## config.mk

```make
export PLATFORM = sky130hd
export DESIGN_NAME = hs_rr_collector
export DESIGN_NICKNAME = d
export VERILOG_FILES = /design/src/rtl/hs_collect_pkg.sv /design/src/rtl/hs_sync_fifo.sv /design/src/rtl/hs_rr_collector.sv
export SDC_FILE = /design/constraint.sdc
export NUM_CORES = 1
export LEC_CHECK = 0
export CAP_MARGIN = 40
export CELL_PAD_IN_SITES_DETAIL_PLACEMENT = 0
export CELL_PAD_IN_SITES_GLOBAL_PLACEMENT = 1
export CORE_MARGIN = 2
export CORE_UTILIZATION = 37
export CTS_BUF_LIST = sky130_fd_sc_hd__clkbuf_4 sky130_fd_sc_hd__clkbuf_8 sky130_fd_sc_hd__clkbuf_16
export DETAILED_ROUTE_END_ITERATION = 12
export GPL_ROUTABILITY_DRIVEN = 1
export HOLD_SLACK_MARGIN = 0.08
export MAX_ROUTING_LAYER = met4
export PLACE_DENSITY_LB_ADDON = 0.2
export SETUP_SLACK_MARGIN = 0.02
export SLEW_MARGIN = 20
export SYNTH_ARGS = -nofsm -noshare
export SYNTH_HDL_FRONTEND = slang
export SYNTH_SLANG_ARGS = --single-unit
```

## constraint.sdc

```tcl
create_clock -name clk -period 2.2 [get_ports clk]
set_input_delay 0.33 -clock clk [delete_from_list [all_inputs] [get_ports clk]]
set_output_delay 0.33 -clock clk [all_outputs]
set_load 0.1 [all_outputs]
```

## src/rtl/hs_collect_pkg.sv

```systemverilog
// Shared types and sizing helpers for the round-robin handshake collector.
// HS_RR_COLLECTOR_PARITY_EN widens each FIFO entry by one parity bit.
package hs_collect_pkg;

    typedef enum logic {
        CH_IDLE = 1'b0,
        CH_ACK  = 1'b1
    } ch_state_e;

    function automatic int clog2(input int value);
        int r;
        r = 0;
        for (int i = 0; i < 31; i++) begin
            if ((1 << i) < value) begin
                r = i + 1;
            end
        end
        return r;
    endfunction

    // FIFO entry layout, MSB first: {parity (optional), channel, data}
    function automatic int entry_width(input int width, input int chw);
`ifdef HS_RR_COLLECTOR_PARITY_EN
        return width + chw + 1;
`else
        return width + chw;
`endif
    endfunction

endpackage

```

## src/rtl/hs_sync_fifo.sv

```systemverilog
// Single-clock FIFO with a combinational head (rdata) and occupancy count.
// Pushes while full and pops while empty are ignored.
module hs_sync_fifo
    import hs_collect_pkg::*;
#(
    parameter  int WIDTH = 8,
    parameter  int DEPTH = 4,
    localparam int AW    = clog2(DEPTH)
) (
    input  logic             clk,
    input  logic             rst,
    input  logic             push,
    input  logic [WIDTH-1:0] wdata,
    input  logic             pop,
    output logic [WIDTH-1:0] rdata,
    output logic [AW:0]      count,
    output logic             full,
    output logic             empty
);

    logic [WIDTH-1:0] mem_q [DEPTH];
    logic [AW-1:0]    wptr_q;
    logic [AW-1:0]    rptr_q;
    logic [AW:0]      count_q;
    logic             do_push;
    logic             do_pop;

    assign full    = (count_q == (AW+1)'(DEPTH));
    assign empty   = (count_q == '0);
    assign count   = count_q;
    assign rdata   = mem_q[rptr_q];
    assign do_push = push && !full;
    assign do_pop  = pop && !empty;

    always_ff @(posedge clk) begin
        if (rst) begin
            wptr_q  <= '0;
            rptr_q  <= '0;
            count_q <= '0;
        end else begin
            if (do_push) begin
                wptr_q <= wptr_q + AW'(1);
            end
            if (do_pop) begin
                rptr_q <= rptr_q + AW'(1);
            end
            case ({do_push, do_pop})
                2'b10:   count_q <= count_q + (AW+1)'(1);
                2'b01:   count_q <= count_q - (AW+1)'(1);
                default: count_q <= count_q;
            endcase
        end
    end

    // Storage carries no reset so it can map onto distributed/block RAM.
    always_ff @(posedge clk) begin
        if (do_push) begin
            mem_q[wptr_q] <= wdata;
        end
    end

endmodule

```

## src/rtl/hs_rr_collector.sv

```systemverilog
// NCH four-phase req/ack sources, round-robin admitted into a FIFO, drained to a pulse-valid port.
// Define HS_RR_COLLECTOR_PARITY_EN to add the dpar output and per-entry parity storage.
module hs_rr_collector
    import hs_collect_pkg::*;
#(
    parameter  int WIDTH = 32,
    parameter  int NCH   = 4,
    parameter  int DEPTH = 4,
    localparam int CHW   = (clog2(NCH) > 1) ? clog2(NCH) : 1
) (
    input  logic                 clk,
    input  logic                 rst,
    input  logic [NCH-1:0]       req,
    input  logic [NCH*WIDTH-1:0] din,
    output logic [NCH-1:0]       ack,
    input  logic                 dbusy,
    output logic                 dvalid,
    output logic [WIDTH-1:0]     dout,
    output logic [CHW-1:0]       dch,
`ifdef HS_RR_COLLECTOR_PARITY_EN
    output logic                 dpar,
`endif
    output logic                 sidle
);

    localparam int EW = entry_width(WIDTH, CHW);
    localparam int AW = clog2(DEPTH);

    ch_state_e        state_q [NCH];
    ch_state_e        state_d [NCH];
    logic [WIDTH-1:0] din_ch  [NCH];
    logic [NCH-1:0]   eligible;
    logic [CHW-1:0]   rr_q;
    logic [CHW-1:0]   rr_d;
    logic             grant_vld;
    logic [CHW-1:0]   grant_ch;

    logic [EW-1:0]    fifo_wdata;
    logic [EW-1:0]    fifo_rdata;
    logic [AW:0]      fifo_count;
    logic             fifo_full;
    logic             fifo_empty;
    logic             pop;

    logic             dvalid_q;
    logic [WIDTH-1:0] dout_q;
    logic [CHW-1:0]   dch_q;

    genvar gi;
    generate
        for (gi = 0; gi < NCH; gi++) begin : g_ch
            assign din_ch[gi]   = din[gi*WIDTH +: WIDTH];
            assign eligible[gi] = (state_q[gi] == CH_IDLE) && req[gi];
            assign ack[gi]      = (state_q[gi] == CH_ACK);
        end
    endgenerate

    // Walk offsets high-to-low so the nearest eligible channel to rr_q is written last and wins.
    always_comb begin
        int idx;
        grant_vld = 1'b0;
        grant_ch  = '0;
        idx       = 0;
        if (!fifo_full) begin
            for (int off = NCH - 1; off >= 0; off--) begin
                idx = int'(rr_q) + off;
                if (idx >= NCH) begin
                    idx = idx - NCH;
                end
                if (eligible[idx]) begin
                    grant_vld = 1'b1;
                    grant_ch  = CHW'(idx);
                end
            end
        end
    end

    always_comb begin
        rr_d = rr_q;
        if (grant_vld) begin
            rr_d = (grant_ch == CHW'(NCH - 1)) ? '0 : grant_ch + CHW'(1);
        end
    end

    always_comb begin
        for (int i = 0; i < NCH; i++) begin
            state_d[i] = state_q[i];
            case (state_q[i])
                CH_IDLE: if (grant_vld && (grant_ch == CHW'(i))) state_d[i] = CH_ACK;
                CH_ACK:  if (!req[i]) state_d[i] = CH_IDLE;
                default: state_d[i] = CH_IDLE;
            endcase
        end
    end

`ifdef HS_RR_COLLECTOR_PARITY_EN
    assign fifo_wdata = {^din_ch[grant_ch], grant_ch, din_ch[grant_ch]};
`else
    assign fifo_wdata = {grant_ch, din_ch[grant_ch]};
`endif

    assign pop = !fifo_empty && !dbusy;

    hs_sync_fifo #(
        .WIDTH(EW),
        .DEPTH(DEPTH)
    ) u_fifo (
        .clk  (clk),
        .rst  (rst),
        .push (grant_vld),
        .wdata(fifo_wdata),
        .pop  (pop),
        .rdata(fifo_rdata),
        .count(fifo_count),
        .full (fifo_full),
        .empty(fifo_empty)
    );

    always_ff @(posedge clk) begin
        if (rst) begin
            for (int i = 0; i < NCH; i++) begin
                state_q[i] <= CH_IDLE;
            end
            rr_q     <= '0;
            dvalid_q <= 1'b0;
            dout_q   <= '0;
            dch_q    <= '0;
        end else begin
            for (int i = 0; i < NCH; i++) begin
                state_q[i] <= state_d[i];
            end
            rr_q     <= rr_d;
            dvalid_q <= pop;
            if (pop) begin
                dout_q <= fifo_rdata[WIDTH-1:0];
                dch_q  <= fifo_rdata[WIDTH +: CHW];
            end
        end
    end

`ifdef HS_RR_COLLECTOR_PARITY_EN
    logic dpar_q;

    always_ff @(posedge clk) begin
        if (rst) begin
            dpar_q <= 1'b0;
        end else if (pop) begin
            dpar_q <= fifo_rdata[EW-1];
        end
    end

    assign dpar = dpar_q;
`endif

    assign dvalid = dvalid_q;
    assign dout   = dout_q;
    assign dch    = dch_q;
    assign sidle  = (fifo_count == '0) && !(|ack);

endmodule

```

==> results.py, run 1 <==
metrics = {
    "die": {
        "die-width_um": 151.1,
        "initial_core_util_pct": 37.83,
        "die_area_um2": 22820,
        "ioPinCount": 175,
        "core_um2": 21150,
        "die_y_um": 151.1,
        "row_count": 53,
    },
    "global_routing": {
        "grt_pass1_wl_um": 28920,
        "grt_overflow": 0,
        "antenna_found_initial": 0,
        "grt.total_usage_pct": 17.49,
        "grt_max_degree": 49,
        "grt_pass1_vias": 5362,
    },
    "synthesis": {
        "synthMostInstantiatedCell": "edfxtp_1",
        "synth_fp_nets": 681,
        "ys_types": 42,
        "synthTopCellsByArea": "edfxtp_1 (51%), mux2i_1 (12%), dfxtp_1 (12%)",
        "syn_inst": 536,
        "synth_top_cells_by_count": "edfxtp_1 (136), mux2i_1 (97), nand2_1 (80)",
        "synthArstFlopShare_pct": 0,
        "synth_edf_count": 136,
        "ys_seq_area_share_pct": 63.04,
        "ys_seq_elements": 184,
        "avgSynthCellArea_um2": 14.93,
        "syn_area_um2": 8003,
        "synthFlopType": "edfxtp_1",
        "yosysWarnings": 0,
        "synth_top_area_share_pct": 51.03,
        "yosysTopAreaCell": "edfxtp_1",
    },
    "setup_path": {
        "cp_max_fo": 7,
        "reg2reg_depth": 9,
        "crit_path_cell_trace": "clkdlybuf4s50_1 > nand2b_4 > buf_4 > a211oi_4 > nor4_4 > buf_12 > buf_12 > buf_16 > mux2i_2 > mux2i_1",
        "slowest_stage": "clkdlybuf4s50_1",
        "crit_buf_inv": 5,
        "crit_path_start": "req[0]",
        "cp.arrival_ns": 2.26,
        "max_stage_delay_ns": 0.53,
        "cp_num_cells": 10,
        "endpoint_kind": "flop",
        "critPathTopFamily": "buffers and inverters",
        "crit_type": "in2reg",
        "path_common_cell": "buf_12",
        "critPathRequiredTime_ns": 2.34,
        "crit-reg2reg-launch": "state_q[1]",
        "cp-start-kind": "input pin",
    },
    "clocking": {
        "cts_hold_buffers": 0,
        "cts.clk_slew.worst_paths_ns": 0.06,
        "cts_tree": "done",
        "cts_max_level": 4,
        "cts.sinks": 184,
        "ctsLongestPathBuffers": 2,
        "numCtsBuffers": 17,
        "clk_latency_ns": 0.42,
        "clock-root-buffer": "clkbuf_16",
    },
    "job": {
        "maxCapViolations": 0,
    },
    "power": {
        "p_sw_share_pct": 38.36,
        "p_int_mw": 10.60,
        "combPwrFrac_pct": 48.2,
        "vdd_drop_max_mv": 0.6925,
        "power.share.clock_pct": 16.6,
        "power.switching_mw": 6.598,
        "pwr-share-seq_pct": 35.2,
        "total_power_mw": 17.20,
        "leakage_nw": 4.052,
        "power.density_nw_per_um2": 1548,
    },
    "worst_hold_path": {
        "hp-class": "in2reg",
        "hold-path-cell-count": 3,
        "min_from": "req[3]",
    },
    "cells_and_area": {
        "area_growth_pct": 38.84,
        "antenna-diode-count": 0,
        "fill_cells": 1765,
        "final_core_util_pct": 52.52,
        "drive_gt1_share_pct": 27.33,
        "nNetsFinal": 893,
    },
    "routing": {
        "routed-via-count": 5131,
        "drt_iter0_markers": 254,
        "first_pass_iters": 6,
        "drc": 0,
        "wirelength_um": 18750,
        "post_drt_wl_per_cell_um": 18.10,
        "viasPerCell": 4.953,
        "detail-route-antenna-nets": 0,
    },
    "sta": {
        "worst_pin_slew_ns": 0.4961,
        "finalSetupViolCount": 0,
        "layout_setup_ws_ns": 0.07390,
        "grt_setup_unrepaired": "yes",
        "timing.fmax_mhz": 470.3,
        "slew_viol_final": 0,
        "finalCritPeriodShare_pct": 96.64,
        "setup_tns_ns": 0,
        "final_hold_viol_count": 0,
        "slew_headroom_pct": 66.93,
        "fin_worst_skew_ns": 0.01006,
        "fin_crit_ns": 2.126,
    },
    "placed_design": {
        "dpl.hpwl_um": 11870,
        "gp_congestion": 0.7239,
        "numPortBuffers": 174,
        "pre_cts_slack_ns": -0.5012,
    },
    "run_status": {
        "status": "finished, final reports clean",
    },
}
==> kinds of logic after synthesis <==
| group | share of synthesized area (%) |
|---|---|
| AO/OA/AOI/OAI | 3.408 |
| XOR/XNOR | 0.4379 |
| adder cells (fa/ha/maj) | 1.657 |
| buffers and inverters | 3.158 |
| flip-flops | 63.04 |
| multiplexers | 21.70 |
| AND/OR/NAND/NOR | 6.598 |
==> metrics by stage <==
stage	hold WS, ns	instance area, µm²	instances
4_1_cts	0.3146	10990	1033
2_1_floorplan	0.4606	8013	536
5_1_grt	0.2033	11110	1036
3_3_place_gp	0.4452	10320	998
6_report	0.1904	11110	1036
3_5_place_dp	0.4487	10320	998
==> worst paths after layout <==
check | endpoint | slack, ns
max | u_fifo.mem_q[1][12] | 0.07
min | state_q[3] | 0.19
min reg2reg | dout[0] | 0.45
max reg2reg | u_fifo.mem_q[1][12] | 0.08
==> cells in the final DEF, fill, tap and decap left out, drive strengths merged, types with 2 or more instances in the layout <==
master | synthesis | routed
dfxtp | 48 | 48
xor2 | 2 | 2
nand2 | 80 | 80
a21oi | 45 | 45
xnor2 | 2 | 2
clkbuf | 11 | 21
mux4 | 34 | 34
clkinvlp | 0 | 4
clkinv | 0 | 4
nor4 | 3 | 3
mux2i | 97 | 97
nand3b | 3 | 3
edfxtp | 136 | 136
nor3 | 3 | 3
nor2b | 2 | 2
buf | 25 | 96
ha | 9 | 9
clkdlybuf4s50 | 0 | 131
o21ai | 3 | 3
nor3b | 2 | 2
nand2b | 2 | 2
inv | 7 | 9
and2 | 6 | 6
nor2 | 7 | 7
==> power groups by stage <==
| stage | registers [mW] | logic (mW) | clock network (mW) |
|---|---|---|---|
| 6_report | 6.06 | 8.29 | 2.85 |
| 5_1_grt | 6.19 | 8.86 | 3.08 |
| 4_1_cts | 6.07 | 8.20 | 2.93 |
| 3_5_place_dp | 6.13 | 7.83 | 0 |
| 3_3_place_gp | 6.05 | 7.69 | 0 |
| 2_1_floorplan | 7.33 | 4.10 | 0 |
==> per-layer routing <==
metal | global-route usage [%] | vias to the layer above | part of all wire (%)
met5 | - | - | 0
met4 | 4.299 | 0 | 0.94
met3 | 3.524 | 10 | 5.0
met2 | 28.93 | 146 | 50
met1 | 22.29 | 2544 | 44
li1 | - | 2431 | -
==> flip-flops by register name (all words and copies together) (netlist names) <==
| register | count |
|---|---|
| rr_q | 2 |
| dch | 2 |
| u_fifo.wptr_q | 2 |
| u_fifo.rptr_q | 2 |
| u_fifo.mem_q | 136 |
| state_q | 4 |
| u_fifo.count | 3 |
| dout | 32 |
| dvalid | 1 |
==> cell type report <==
type / instances / area [µm²] / area share [%]
Sequential cell: 184 / 5059 / 45.53
Tap cell: 275 / 344.1 / 3.097
Inverter: 7 / 26.28 / 0.2365
Timing Repair Buffer: 229 / 2291 / 20.62
Clock buffer: 21 / 455.4 / 4.099
Clock inverter: 11 / 100.1 / 0.9009
Multi-Input combinational cell: 309 / 2835 / 25.52
==> timing repair <==
item                                    in CTS  in global routing
gates resized for setup                     10                 29
endpoints found under the setup margin      57                106
buffers inserted                             2                  4
pin swaps                                    2                  6
gates cloned                                 2                  0
==> tightest hold or removal path, delay by kind of cell <==
family	cells	cell delay (ns)
compound gates	1	0.05
buf+inv	1	0.13
simple gates	1	0.06
(Power assumes the default switching activity.)
==> inputs of run 2 (changes only) <==
--- a/config.mk
+++ b/config.mk
@@ -11,6 +11,7 @@
 export CORE_MARGIN = 2
 export CORE_UTILIZATION = 37
 export CTS_BUF_LIST = sky130_fd_sc_hd__clkbuf_4 sky130_fd_sc_hd__clkbuf_8 sky130_fd_sc_hd__clkbuf_16
+export CTS_CLUSTER_DIAMETER = 120
 export DETAILED_ROUTE_END_ITERATION = 12
 export GPL_ROUTABILITY_DRIVEN = 1
 export HOLD_SLACK_MARGIN = 0.08
==> results of run 2 <==
No change in the layout: final DEF, timing and power equal those of run 1.
